$ cat config.mk
export PLATFORM = sky130hd
export DESIGN_NAME = relay_reg_bank
export DESIGN_NICKNAME = d
export VERILOG_FILES = /design/src/rtl/relay_reg_pkg.sv /design/src/rtl/relay_settle_timer.sv /design/src/rtl/relay_reg_bank.sv
export SDC_FILE = /design/constraint.sdc
export NUM_CORES = 1
export LEC_CHECK = 0
export BUFFER_PORTS_ARGS = -buffer_cell sky130_fd_sc_hd__buf_2
export CAP_MARGIN = 25
export CORE_MARGIN = 2
export CORE_UTILIZATION = 52
export DETAILED_ROUTE_END_ITERATION = 12
export PLACE_DENSITY = 0.8
export REMOVE_ABC_BUFFERS = 1
export SYNTH_ARGS = -nofsm -noshare
export SYNTH_HDL_FRONTEND = slang
export SYNTH_HIERARCHICAL = 1
export SYNTH_SLANG_ARGS = --single-unit
$ cat constraint.sdc
create_clock -name clk -period 3.62 [get_ports clk]
set_input_delay 0.543 -clock clk [delete_from_list [all_inputs] [get_ports clk]]
set_output_delay 0.543 -clock clk [all_outputs]
set_load 0.02 [all_outputs]
$ cat src/rtl/relay_reg_pkg.sv
`default_nettype none
// ============================================================================
// Module  : relay_reg_pkg
// Brief   : Shared types, constants and helpers for the relay register bank.
// Revision: 1.0  initial release
// ============================================================================
package relay_reg_pkg;

  // Width of the relay settle counter (SETTLE is limited to 0..15)
  localparam int CNT_W = 4;
  // Widest load-strobe vector the one-hot decoder accepts (NREG <= 16)
  localparam int MAX_NREG = 16;

  typedef enum logic [1:0] {
    IDLE   = 2'd0,
    SETTLE = 2'd1,
    LATCH  = 2'd2
  } ld_state_e;

  typedef struct packed {
    logic       valid;  // exactly one bit of the vector was set
    logic [3:0] idx;    // position of that bit
  } onehot_t;

  // Decode a strobe vector into a register index; valid only when one-hot
  function automatic onehot_t onehot_idx(input logic [MAX_NREG-1:0] vec);
    onehot_t r;
    int      n;
    r = '0;
    n = 0;
    for (int i = 0; i < MAX_NREG; i++) begin
      if (vec[i]) begin
        n     = n + 1;
        r.idx = 4'(i);
      end
    end
    r.valid = (n == 1);
    return r;
  endfunction

endpackage
`default_nettype wire

$ cat src/rtl/relay_settle_timer.sv
`default_nettype none
// ============================================================================
// Module  : relay_settle_timer
// Brief   : Loadable down-counter timing the relay settle interval; done is
//           high whenever the count has reached zero.
// Revision: 1.0  initial release
// ============================================================================
module relay_settle_timer
  import relay_reg_pkg::*;
(
  input  logic             clk,
  input  logic             reset,
  input  logic             load,
  input  logic [CNT_W-1:0] load_val,
  input  logic             dec,
  output logic             done
);

  logic [CNT_W-1:0] cnt_q, cnt_d;

  // Load wins over decrement; the count saturates at zero
  always_comb begin
    cnt_d = cnt_q;
    if (load) begin
      cnt_d = load_val;
    end else if (dec && (cnt_q != '0)) begin
      cnt_d = cnt_q - 1'b1;
    end
  end

  // Counter register
  always_ff @(posedge clk) begin
    if (reset) begin
      cnt_q <= '0;
    end else begin
      cnt_q <= cnt_d;
    end
  end

  assign done = (cnt_q == '0);

endmodule
`default_nettype wire

$ cat src/rtl/relay_reg_bank.sv
`default_nettype none
// ============================================================================
// Module  : relay_reg_bank
// Brief   : Bank of NREG bus registers with relay settle load timing, a
//           registered wired-OR read bus and front-panel LED mirrors.
//           Optional feature macro: RELAY_REG_PARITY_EN (per-register even
//           parity with registered par_err output).
// Revision: 1.0  initial release
// ============================================================================
module relay_reg_bank
  import relay_reg_pkg::*;
#(
  parameter int                WIDTH   = 8,
  parameter int                NREG    = 4,
  parameter int                SETTLE  = 2,
  parameter logic [WIDTH-1:0]  RST_VAL = '0
) (
  input  logic                  clk,
  input  logic                  reset,
  input  logic [NREG-1:0]       ld,
  input  logic [NREG-1:0]       sel,
  input  logic [WIDTH-1:0]      data_in,
  output logic [WIDTH-1:0]      data_out,
  output logic                  data_oe,
  output logic [NREG*WIDTH-1:0] reg_q,
  output logic                  busy,
  output logic [NREG-1:0]       led_ld,
  output logic [NREG-1:0]       led_sel,
  output logic                  err
`ifdef RELAY_REG_PARITY_EN
  ,
  output logic                  par_err
`endif
);

  // Counter preload: SETTLE-1, clamped for the SETTLE==0 build where the
  // timer is never consulted
  localparam int               SETTLE_M1     = (SETTLE > 0) ? SETTLE - 1 : 0;
  localparam logic [CNT_W-1:0] c_settle_init = CNT_W'(SETTLE_M1);

  relay_reg_pkg::ld_state_e state_q, state_d;
  logic [3:0]               idx_q, idx_d;
  logic [WIDTH-1:0]         stage_q, stage_d;
  logic [WIDTH-1:0]         regs_q [NREG];
  logic [WIDTH-1:0]         regs_d [NREG];
  logic [WIDTH-1:0]         data_out_q, data_out_d;
  logic                     data_oe_q, data_oe_d;
  logic [NREG-1:0]          led_sel_q, led_sel_d;
  logic                     err_q, err_d;

  logic [MAX_NREG-1:0]      ld_ext;
  onehot_t                  ld_oh;
  logic                     ld_any;
  logic                     busy_w;
  logic                     tmr_load;
  logic                     tmr_dec;
  logic                     tmr_done;

`ifdef RELAY_REG_PARITY_EN
  logic [NREG-1:0]          par_q, par_d;
  logic                     par_err_q, par_err_d;
`endif

  relay_settle_timer u_timer (
    .clk      (clk),
    .reset    (reset),
    .load     (tmr_load),
    .load_val (c_settle_init),
    .dec      (tmr_dec),
    .done     (tmr_done)
  );

  // Widen the strobes to the decoder width and classify them
  always_comb begin
    ld_ext = '0;
    for (int i = 0; i < NREG; i++) begin
      ld_ext[i] = ld[i];
    end
    ld_oh  = onehot_idx(ld_ext);
    ld_any = |ld;
    busy_w = (state_q != relay_reg_pkg::IDLE);
  end

  // Load FSM: capture into staging, wait out the relay, then latch
  always_comb begin
    state_d  = state_q;
    idx_d    = idx_q;
    stage_d  = stage_q;
    regs_d   = regs_q;
    tmr_load = 1'b0;
    tmr_dec  = 1'b0;
`ifdef RELAY_REG_PARITY_EN
    par_d    = par_q;
`endif
    // Malformed strobes or any strobe during a load are dropped with an error
    err_d    = ld_any && (!ld_oh.valid || busy_w);

    case (state_q)
      relay_reg_pkg::IDLE: begin
        if (ld_any && ld_oh.valid) begin
          idx_d    = ld_oh.idx;
          stage_d  = data_in;
          tmr_load = 1'b1;
          state_d  = (SETTLE == 0) ? relay_reg_pkg::LATCH : relay_reg_pkg::SETTLE;
        end
      end
      relay_reg_pkg::SETTLE: begin
        tmr_dec = 1'b1;
        if (tmr_done) begin
          state_d = relay_reg_pkg::LATCH;
        end
      end
      relay_reg_pkg::LATCH: begin
        for (int i = 0; i < NREG; i++) begin
          if (idx_q == 4'(i)) begin
            regs_d[i] = stage_q;
`ifdef RELAY_REG_PARITY_EN
            par_d[i]  = ^stage_q;
`endif
          end
        end
        state_d = relay_reg_pkg::IDLE;
      end
      default: begin
        state_d = relay_reg_pkg::IDLE;
      end
    endcase
  end

  // Read path: wired-OR of every selected register, one cycle of latency
  always_comb begin
    data_out_d = '0;
    for (int i = 0; i < NREG; i++) begin
      if (sel[i]) begin
        data_out_d = data_out_d | regs_q[i];
      end
    end
    data_oe_d = |sel;
    led_sel_d = sel;
`ifdef RELAY_REG_PARITY_EN
    par_err_d = 1'b0;
    for (int i = 0; i < NREG; i++) begin
      if (sel[i] && (par_q[i] != ^regs_q[i])) begin
        par_err_d = 1'b1;
      end
    end
`endif
  end

  // State registers; reset also aborts any load in flight
  always_ff @(posedge clk) begin
    if (reset) begin
      state_q    <= relay_reg_pkg::IDLE;
      idx_q      <= '0;
      stage_q    <= '0;
      for (int i = 0; i < NREG; i++) begin
        regs_q[i] <= RST_VAL;
      end
      data_out_q <= '0;
      data_oe_q  <= 1'b0;
      led_sel_q  <= '0;
      err_q      <= 1'b0;
`ifdef RELAY_REG_PARITY_EN
      par_q      <= {NREG{^RST_VAL}};
      par_err_q  <= 1'b0;
`endif
    end else begin
      state_q    <= state_d;
      idx_q      <= idx_d;
      stage_q    <= stage_d;
      regs_q     <= regs_d;
      data_out_q <= data_out_d;
      data_oe_q  <= data_oe_d;
      led_sel_q  <= led_sel_d;
      err_q      <= err_d;
`ifdef RELAY_REG_PARITY_EN
      par_q      <= par_d;
      par_err_q  <= par_err_d;
`endif
    end
  end

  // Load LED shows the target register for as long as the load is in flight
  always_comb begin
    led_ld = '0;
    for (int i = 0; i < NREG; i++) begin
      led_ld[i] = busy_w && (idx_q == 4'(i));
    end
  end

  generate
    for (genvar g = 0; g < NREG; g++) begin : g_flat
      assign reg_q[g*WIDTH +: WIDTH] = regs_q[g];
    end
  endgenerate

  assign data_out = data_out_q;
  assign data_oe  = data_oe_q;
  assign led_sel  = led_sel_q;
  assign err      = err_q;
  assign busy     = busy_w;
`ifdef RELAY_REG_PARITY_EN
  assign par_err  = par_err_q;
`endif

endmodule
`default_nettype wire
==> results of run 1 <==
[state kept, by name (all words and copies together), names as in the netlist]
| signal | flops |
|---|---|
| state_q | 2 |
| led_sel | 4 |
| stage_q | 8 |
| reg_q | 32 |
| idx_q | 2 |
| data_out | 8 |
| u_timer/cnt_q | 4 |
| data_oe | 1 |
| err | 1 |
[where the power goes]
group | switching [uW] | internal, uW
registers | 38.9 | 716
logic | 139 | 96.7
clock network | 238 | 296
[through the flow]
| step | util (%) | cells | setup WS, ns | power (uW) |
|---|---|---|---|---|
| 3_3_place_gp | 62.73 | 420 | 0.5568 | 994.6 |
| 2_1_floorplan | - | 283 | 0.7513 | 923.2 |
| 3_5_place_dp | 62.73 | 420 | 0.4728 | 1004 |
| 5_1_grt | 66.34 | 434 | 0.6901 | 1599 |
| 4_1_cts | 66.34 | 434 | 0.8269 | 1535 |
| 6_report | 66.34 | 434 | 0.8090 | 1525 |
[synthesized netlist by cell type]
| cell type | instances |
|---|---|
| a2111oi_4 | 1 |
| a211oi_1 | 2 |
| a21o_1 | 1 |
| a21oi_1 | 34 |
| a22oi_1 | 16 |
| a311o_1 | 1 |
| a311oi_1 | 3 |
| and2_1 | 1 |
| and3b_1 | 1 |
| buf_2 | 1 |
| buf_6 | 1 |
| clkbuf_1 | 16 |
| clkinv_4 | 1 |
| conb_1 | 2 |
| dfxtp_1 | 62 |
| ha_1 | 5 |
| inv_1 | 9 |
| mux2i_1 | 19 |
| nand2_1 | 52 |
| nand2b_1 | 19 |
| nand3_1 | 2 |
| nand3b_1 | 2 |
| nand4b_1 | 1 |
| nor2_1 | 22 |
| nor2b_1 | 5 |
| nor3_1 | 3 |
| nor3b_1 | 2 |
| nor4_1 | 1 |
| nor4b_1 | 1 |
| nor4b_2 | 2 |
| nor4bb_1 | 1 |
| o21bai_1 | 1 |
| o311a_1 | 1 |
| o32ai_1 | 1 |
| or2_2 | 2 |
| or3_1 | 1 |
| or3b_4 | 1 |
| or4_4 | 1 |
| or4b_2 | 1 |
| xor2_1 | 1 |
[layout make-up]
cell class	count	area share (%)
Sequential cell	62	38.84
Timing Repair Buffer	70	11.12
Clock buffer	13	5.286
Multi-Input combinational cell	211	40.64
Inverter	10	1.331
Clock inverter	1	0.1566
Tap cell	67	2.623
[per-layer routing]
metal	up-vias	global-route usage, %	wire length, um
li1	1152	-	-
met1	1030	29.77	2659
met2	79	34.59	2859
met3	12	4.630	418
met4	0	12.09	96
met5	-	0	0
[logic make-up (layout without fill, tap and decap cells)]
kind of cell	Yosys count	in the layout	synth area share, %
AND/OR/NAND/NOR	121	121	23.18
multiplexers	19	19	7.190
flip-flops	62	62	46.93
adder cells (fa/ha/maj)	5	5	2.365
other	2	4	0.2839
buffers and inverters	28	94	4.494
XOR/XNOR	1	1	0.3312
AO/OA/AOI/OAI	61	61	15.23
[final timing paths]
kind                           startpoint  cells past startpoint  slack, ns                       endpoint
setup / recovery                    ld[1]                     11       0.81  u_timer/cnt_q[1]$_SDFFE_PP0P_
hold / removal     reg_q[30]$_SDFFE_PP0P_                      2       0.47         reg_q[30]$_SDFFE_PP0P_
setup reg to reg  state_q[0]$_SDFFE_PP0P_                      6       1.62  u_timer/cnt_q[1]$_SDFFE_PP0P_
hold reg to reg    reg_q[30]$_SDFFE_PP0P_                      2       0.47         reg_q[30]$_SDFFE_PP0P_
[worst max-delay path, cell delays in order]
cell and delay [ns]:
buf_2 0.09, inv_1 0.06, ha_1 0.33, xor2_1 0.18, ha_1 0.32, nand3b_1 0.17
o311a_1 0.14, or4_4 0.58, clkinv_4 0.16, nor3_1 0.08, a311o_1 0.37
==> run metrics, run 1 <==
Max Slew Vio Count 0; clock root buffer clkbuf_8; number of global-route vias before repair around 2,000; Clock Sink Count between 60 and 70; layout cells sized above 1 roughly a quarter; Max Clock Skew ~0.0034 ns; Fmax around 360 MHz; PD cells between 400 and 500 mW/mm2; IO Port Bufs 68; most common cell after layout, fill and taps aside buf_2; vias approximately 2,300; die area ~0.0057 mm2; Post-DP Area approximately 0.0030 mm2; commonest cells after routing, fill and taps aside buf_2, dfxtp_1, nand2_1, a21oi_1, nor2_1; ranking of synthesized cells by area dfxtp_1, nand2_1, mux2i_1; worst slew pin tran about 0.83 ns; Max H-tree Level 3; area leader, netlist dfxtp_1; critical path launch point type input pin; setup TNS 0 ns; DR WL/cell 13.90 um; Syn Area/Cell around 8.8 um2; Post-CTS Resized 0; Cells after Synth 299; Post-CTS Setup Bufs 0; io pins around 70; largest net degree at the start of global routing 48; area of the multi-input gates approximately 0.0013 mm2; WHS 0.4682 ns; TritonCTS Buffers 9; Tcrit/Tclk final between 70% and 80%; Yosys Warn Count 6; Final setup viols 0; type of the worst min-delay path reg -> reg; core area ~0.0048 mm2; Area Growth Syn to Fin 20.81%; TritonCTS clock tree done; outcome completed; sequential share of the synthesized area a little under half; post-synth top area share a little under half; vias per inst 5.237; initial DRC count 167; CP Class in -> reg; CTS Hold Bufs 0; gr usage total 22.49%; RD Place Congestion 0.7953; Final Instance Area 0.003196 mm2; clock-pin slew on the worst setup and hold paths 0.06 ns; max-cap viol count 0; Final min period 2.811 ns; # diodes 0; gr ovfl total 0; P_leak about 0.0013 uW; die width about 75 um; worst vdd ir around 0.27 mV; Die Y 75.32 um; final net count around 390; Final ANT Viol Nets 0; first-pass GRT wire length 9473 um; latest clock arrival within the worst-skew pair approximately 0.32 ns; Initial Util a little over half; relative slew slack between 40% and 50%; CTS max path bufs 2; CP required 3.83 ns; RSZ-0062 raised after global routing false; # fillers between 400 and 500; Post-DP HPWL around 4000 um; row cnt 25; register area 0.001241 mm2; endpoint class of the critical path flip-flop; antenna violations before repair 0; Fin. Hold Viols 0; number of synthesized register bits 62; DRC 0; Worst EP arrival about 3 ns; 1st-pass router iterations 4; WL final 6033 um; CP max FO 13; Distinct cells, synth 40; Cell Area, Synth around 0.0026 mm2
No activity file was read; power rests on OpenSTA's default activity.
==> run 2: changes to the inputs <==
CORE_UTILIZATION = 47   (was 52)
PLACE_DENSITY = 0.76   (was 0.8)
clock period = 2.3 ns   (was 3.62 ns; I/O delays follow)
==> run metrics, run 2 (same netlist as run 1, synthesis figures left out) <==
RSZ-0062 raised after global routing true; gr usage total a little over a fifth; Initial Util between 40% and 50%; first-pass GRT wire length approximately 10,000 um; PD cells about 800 mW/mm2; largest stage delay on the critical path around 0.56 ns; Clock Sink Count 62; placed cells 436; Largest register FFs 32; Post-DP HPWL around 4400 um; gr ovfl total 0; register area 0.001241 mm2; r2r setup slk 0.43 ns; Max Clock Skew approximately 0.0046 ns; most common cell after layout, fill and taps aside buf_2; max-cap viol count 0; clock-pin slew on the worst setup and hold paths around 0.07 ns; reg2reg start state_q[0]$_SDFFE_PP0P_; CTS Hold Bufs 0; die area ~0.0062 mm2; # diodes 0; number of global-route vias before repair 2,218; worst slew pin tran 0.6670 ns; CP max FO 6; worst vdd ir ~0.4 mV; CTS max path bufs 2; Max Slew Vio Count 0; 1st-pass router iterations 4; Fmax roughly 440 MHz; vias 2,397; HP Start data_in[2]; Finished Core Util 63.05%; Worst Setup SP ld[1]; Worst EP arrival 2.50 ns; layout cells sized above 1 31.68%; Slowest-stage cell, CP or4_4; global-route met3 utilization 4.659%; Tcrit/Tclk final between 90% and 100%; Final min period 2.250 ns; critical path launch point type input pin; Max H-tree Level 3; GR Util met1 approximately a quarter; largest net degree at the start of global routing 32; Buf/Inv on CP 4; row cnt 27; Post-Layout Cell Count approximately 450; busiest layer in global routing met2; area of the multi-input gates between 0.001 and 0.0015 mm2; CP required 2.55 ns; met2 usage between 30% and 40%; CP Class in -> reg; DR WL/cell approximately 14 um; Final ANT Viol Nets 0; latest clock arrival within the worst-skew pair 0.34 ns; vias per inst 5.280; relative slew slack a little under three fifths; die width slightly below 80 um; Top Family by Delay on Critical Path simple AND/OR/NAND/NOR gates; P_leak 0.001429 uW; clock root buffer clkbuf_8; Final setup viols 0; Die Y 79.02 um; commonest cells after routing, fill and taps aside buf_2, dfxtp_1, nand2_1, a21oi_1, nor2_1; endpoint class of the critical path flip-flop; antenna violations before repair 0; DRC 0; RD Place Congestion approximately 0.84; io pins 69; TritonCTS clock tree done; outcome completed; Area Growth Syn to Fin 30.46%; IO Port Bufs 68; WL final around 6400 um; TritonCTS Buffers 9; type of the worst min-delay path in -> reg; Fin. Hold Viols 0; # fillers between 400 and 500; CP Cell Sequence buf_8 -> inv_6 -> ha_4 -> xor2_1 -> ha_1 -> nand3b_1 -> o311a_1 -> or4_4 -> clkinv_4 -> clkinvlp_4 -> a211oi_1; initial DRC count 146; final net count 400; core area about 0.0055 mm2
[run 2: cell types whose count changed in the layout (fill, tap and decap cells not counted), moves of 2 or more]
cell,before,now
bufinv_16,0,2
clkbuf_8,12,10
nor2_1,22,20
a311oi_1,3,1
clkinvlp_4,0,3
ha_1,5,3
inv_1,9,6
buf_4,2,13
ha_4,0,2
nor2_2,0,2
a311oi_2,0,2
buf_2,68,66
buf_8,0,2
[run 2: timing repair]
action	in CTS	in global routing
pin swaps	4	9
resized for setup	4	17
setup endpoints to repair	11	12
setup buffers	0	2
[run 2: path summary, 6_finish.rpt]
kind | end | cells past startpoint
setup reg to reg | u_timer/cnt_q[3]$_SDFFE_PP0P_ | 6
hold / removal | stage_q[2]$_SDFFE_PP0P_ | 3
hold reg to reg | reg_q[12]$_SDFFE_PP0P_ | 2
setup / recovery | u_timer/cnt_q[3]$_SDFFE_PP0P_ | 11
[run 2: per-layer routing]
layer,share of wire [%],vias to the layer above
li1,-,1180
met1,43,1130
met4,2.9,0
met2,49,71
met3,4.8,16
met5,0,-
[run 2: metrics by stage]
step | setup WS, ns | power, uW | instance area, um2 | hold slack [ns] | TNS, ns
finish | 0.04964 | 2685 | 3451 | 0.2678 | 0
global route | -0.03751 | 2786 | 3451 | 0.2701 | -0.1370
CTS | 0.01313 | 2667 | 3363 | 0.2582 | 0
detailed placement | -0.4662 | 1614 | 3123 | 0.4589 | -5.487
global placement | -0.3852 | 1597 | 3123 | 0.4583 | -4.506
floorplan | -0.3707 | 1453 | 2576 | 0.4141 | -1.890
[run 2: cell type report]
class / instances / share of cell area [%]
clock buffers: 10 / 3.988
clock inverters: 6 / 2.466
inverters: 10 / 1.559
multi-input cells: 211 / 39.23
flip-flops and latches: 62 / 35.97
well taps: 72 / 2.611
repair buffers: 83 / 14.18
[run 2: power breakdown]
part           switching [uW]  internal (uW)  total [uW]
sequential               60.4           1130        1190
combinational             246            199         445
clock                     419            635        1050
total                     725           1960        2690
[run 2: worst reg2reg max path, cell delays in order, from the launching register on]
cell,delay (ns)
dfxtp_1,0.39
nor4bb_1,0.32
mux2i_1,0.14
or4_4,0.45
clkinv_4,0.10
clkinvlp_4,0.16
a211oi_1,0.23
==> run 3: changes to the inputs <==
CORE_UTILIZATION = 55   (was 47)
PLACE_DENSITY = 0.84   (was 0.76)
clock period = 2.71 ns   (was 2.3 ns; I/O delays follow)
==> run metrics, run 3 (same netlist as run 1, synthesis figures left out) <==
Top Family by Delay on Critical Path simple AND/OR/NAND/NOR gates; met2 usage 42.64%; row cnt 25; WHS approximately 0.33 ns; vias per inst approximately 5.5; r2r worst-path depth 6; Post-DP HPWL 4301 um; Post-CTS Setup Bufs 0; CTS Hold Bufs 0; Initial Util between 50% and 60%; Buf/Inv on CP 3; clock-pin slew on the worst setup and hold paths approximately 0.070 ns; layout cells sized above 1 a little over a quarter; Slowest-stage cell, CP or4_4; Post-CTS Resized 0; GR Util met1 a little under a third; hold depth 3; Largest register FFs 32; final net count about 400; endpoint class of the critical path flip-flop; number of global-route vias before repair 2,263; Tcrit/Tclk final a little over 90%; Fin. Hold Viols 0; Final ANT Viol Nets 0; # diodes 0; die area 0.005380 mm2; Fmax slightly above 400 MHz; WL final 6590 um; Final min period between 2 and 2.5 ns; most common cell after layout, fill and taps aside buf_2; antenna violations before repair 0; HP Start data_in[2]; DRC 0; DR WL/cell approximately 15 um; Worst EP arrival around 2.7 ns; io pins between 60 and 70; Clock Sink Count 62; clock root buffer clkbuf_8; busiest layer in global routing met2; Final setup viols 0; TritonCTS clock tree done; Worst Setup SP ld[0]; max-cap viol count 0; Max Clock Skew just over 0.007 ns; 1st-pass router iterations 4; commonest cells after routing, fill and taps aside buf_2, dfxtp_1, nand2_1, a21oi_1, nor2_1; core area between 0.004 and 0.005 mm2; relative slew slack around two fifths; vias ~2,400; Max H-tree Level 3; gr ovfl total 0; Post-DP Area around 0.0031 mm2; Final WS setup about 0.23 ns; reg2reg start state_q[0]$_SDFFE_PP0P_; global-route met3 utilization approximately 6.3%; gr usage total 25.87%; critical path launch point type input pin; latest clock arrival within the worst-skew pair roughly 0.34 ns; RSZ-0062 raised after global routing false; most frequent CP cell ha_1; Area Growth Syn to Fin 25.78%; die width 73.35 um; CP Cell Sequence buf_2 -> inv_1 -> ha_1 -> xor2_1 -> ha_1 -> nand3b_1 -> o311a_1 -> or4_4 -> clkinv_4 -> nor3_1 -> a311o_1; Max Slew Vio Count 0; Final Instance Area around 0.0033 mm2; pre-CTS WS -0.1153 ns; worst vdd ir approximately 0.49 mV; largest stage delay on the critical path roughly 0.56 ns; RD Place Congestion 0.8376; largest net degree at the start of global routing 52; CP max FO 4; PD cells 725.9 mW/mm2; CP Class in -> reg; P_leak about 0.0014 uW; outcome completed; type of the worst min-delay path in -> reg; CP Depth 11; Tot Pwr ~2400 uW; first-pass GRT wire length 10,500 um; worst slew pin tran between 0.8 and 0.9 ns; CP required 2.94 ns; IO Port Bufs 68; Finished Core Util approximately 71%; Die Y roughly 73 um; CTS max path bufs 2; TritonCTS Buffers 9; initial DRC count around 190
-- run 3: area by class of cell --
class | instances | area, um2
Inverter | 10 | 42.54
Clock buffer | 10 | 127.6
Sequential cell | 62 | 1241
Tap cell | 54 | 67.56
Multi-Input combinational cell | 211 | 1299
Timing Repair Buffer | 78 | 415.4
Clock inverter | 6 | 133.9
Fill cell | 357 | 1365
-- run 3: power by group --
| part | switching, uW | total, uW | internal, uW |
|---|---|---|---|
| registers | 51.1 | 1010 | 956 |
| logic | 195 | 340 | 145 |
| clock network | 364 | 1070 | 704 |
-- run 3: tightest hold or removal path: stages --
cell and delay, ns:
buf_2 0.10, nand2b_1 0.05, mux2i_1 0.06
-- run 3: path summary, 6_finish.rpt --
check                                                endpoint  slack, ns
worst max-delay path            u_timer/cnt_q[1]$_SDFFE_PP0P_       0.23
worst min-delay path                  stage_q[2]$_SDFFE_PP0P_       0.33
worst max register to register  u_timer/cnt_q[1]$_SDFFE_PP0P_       0.83
worst min register to register          reg_q[2]$_SDFFE_PP0P_       0.48
-- run 3: through the flow --
step / setup TNS, ns / std cells
CTS: 0 / 431
floorplan: -0.02215 / 283
global route: 0 / 431
detailed placement: -0.6036 / 415
global placement: -0.05255 / 415
finish: 0 / 431
-- run 3: per-layer routing --
metal / up-vias / wire length, um
met5: - / 0
met4: 0 / 182
met3: 14 / 407
met2: 86 / 3236
met1: 1128 / 2763
li1: 1163 / -
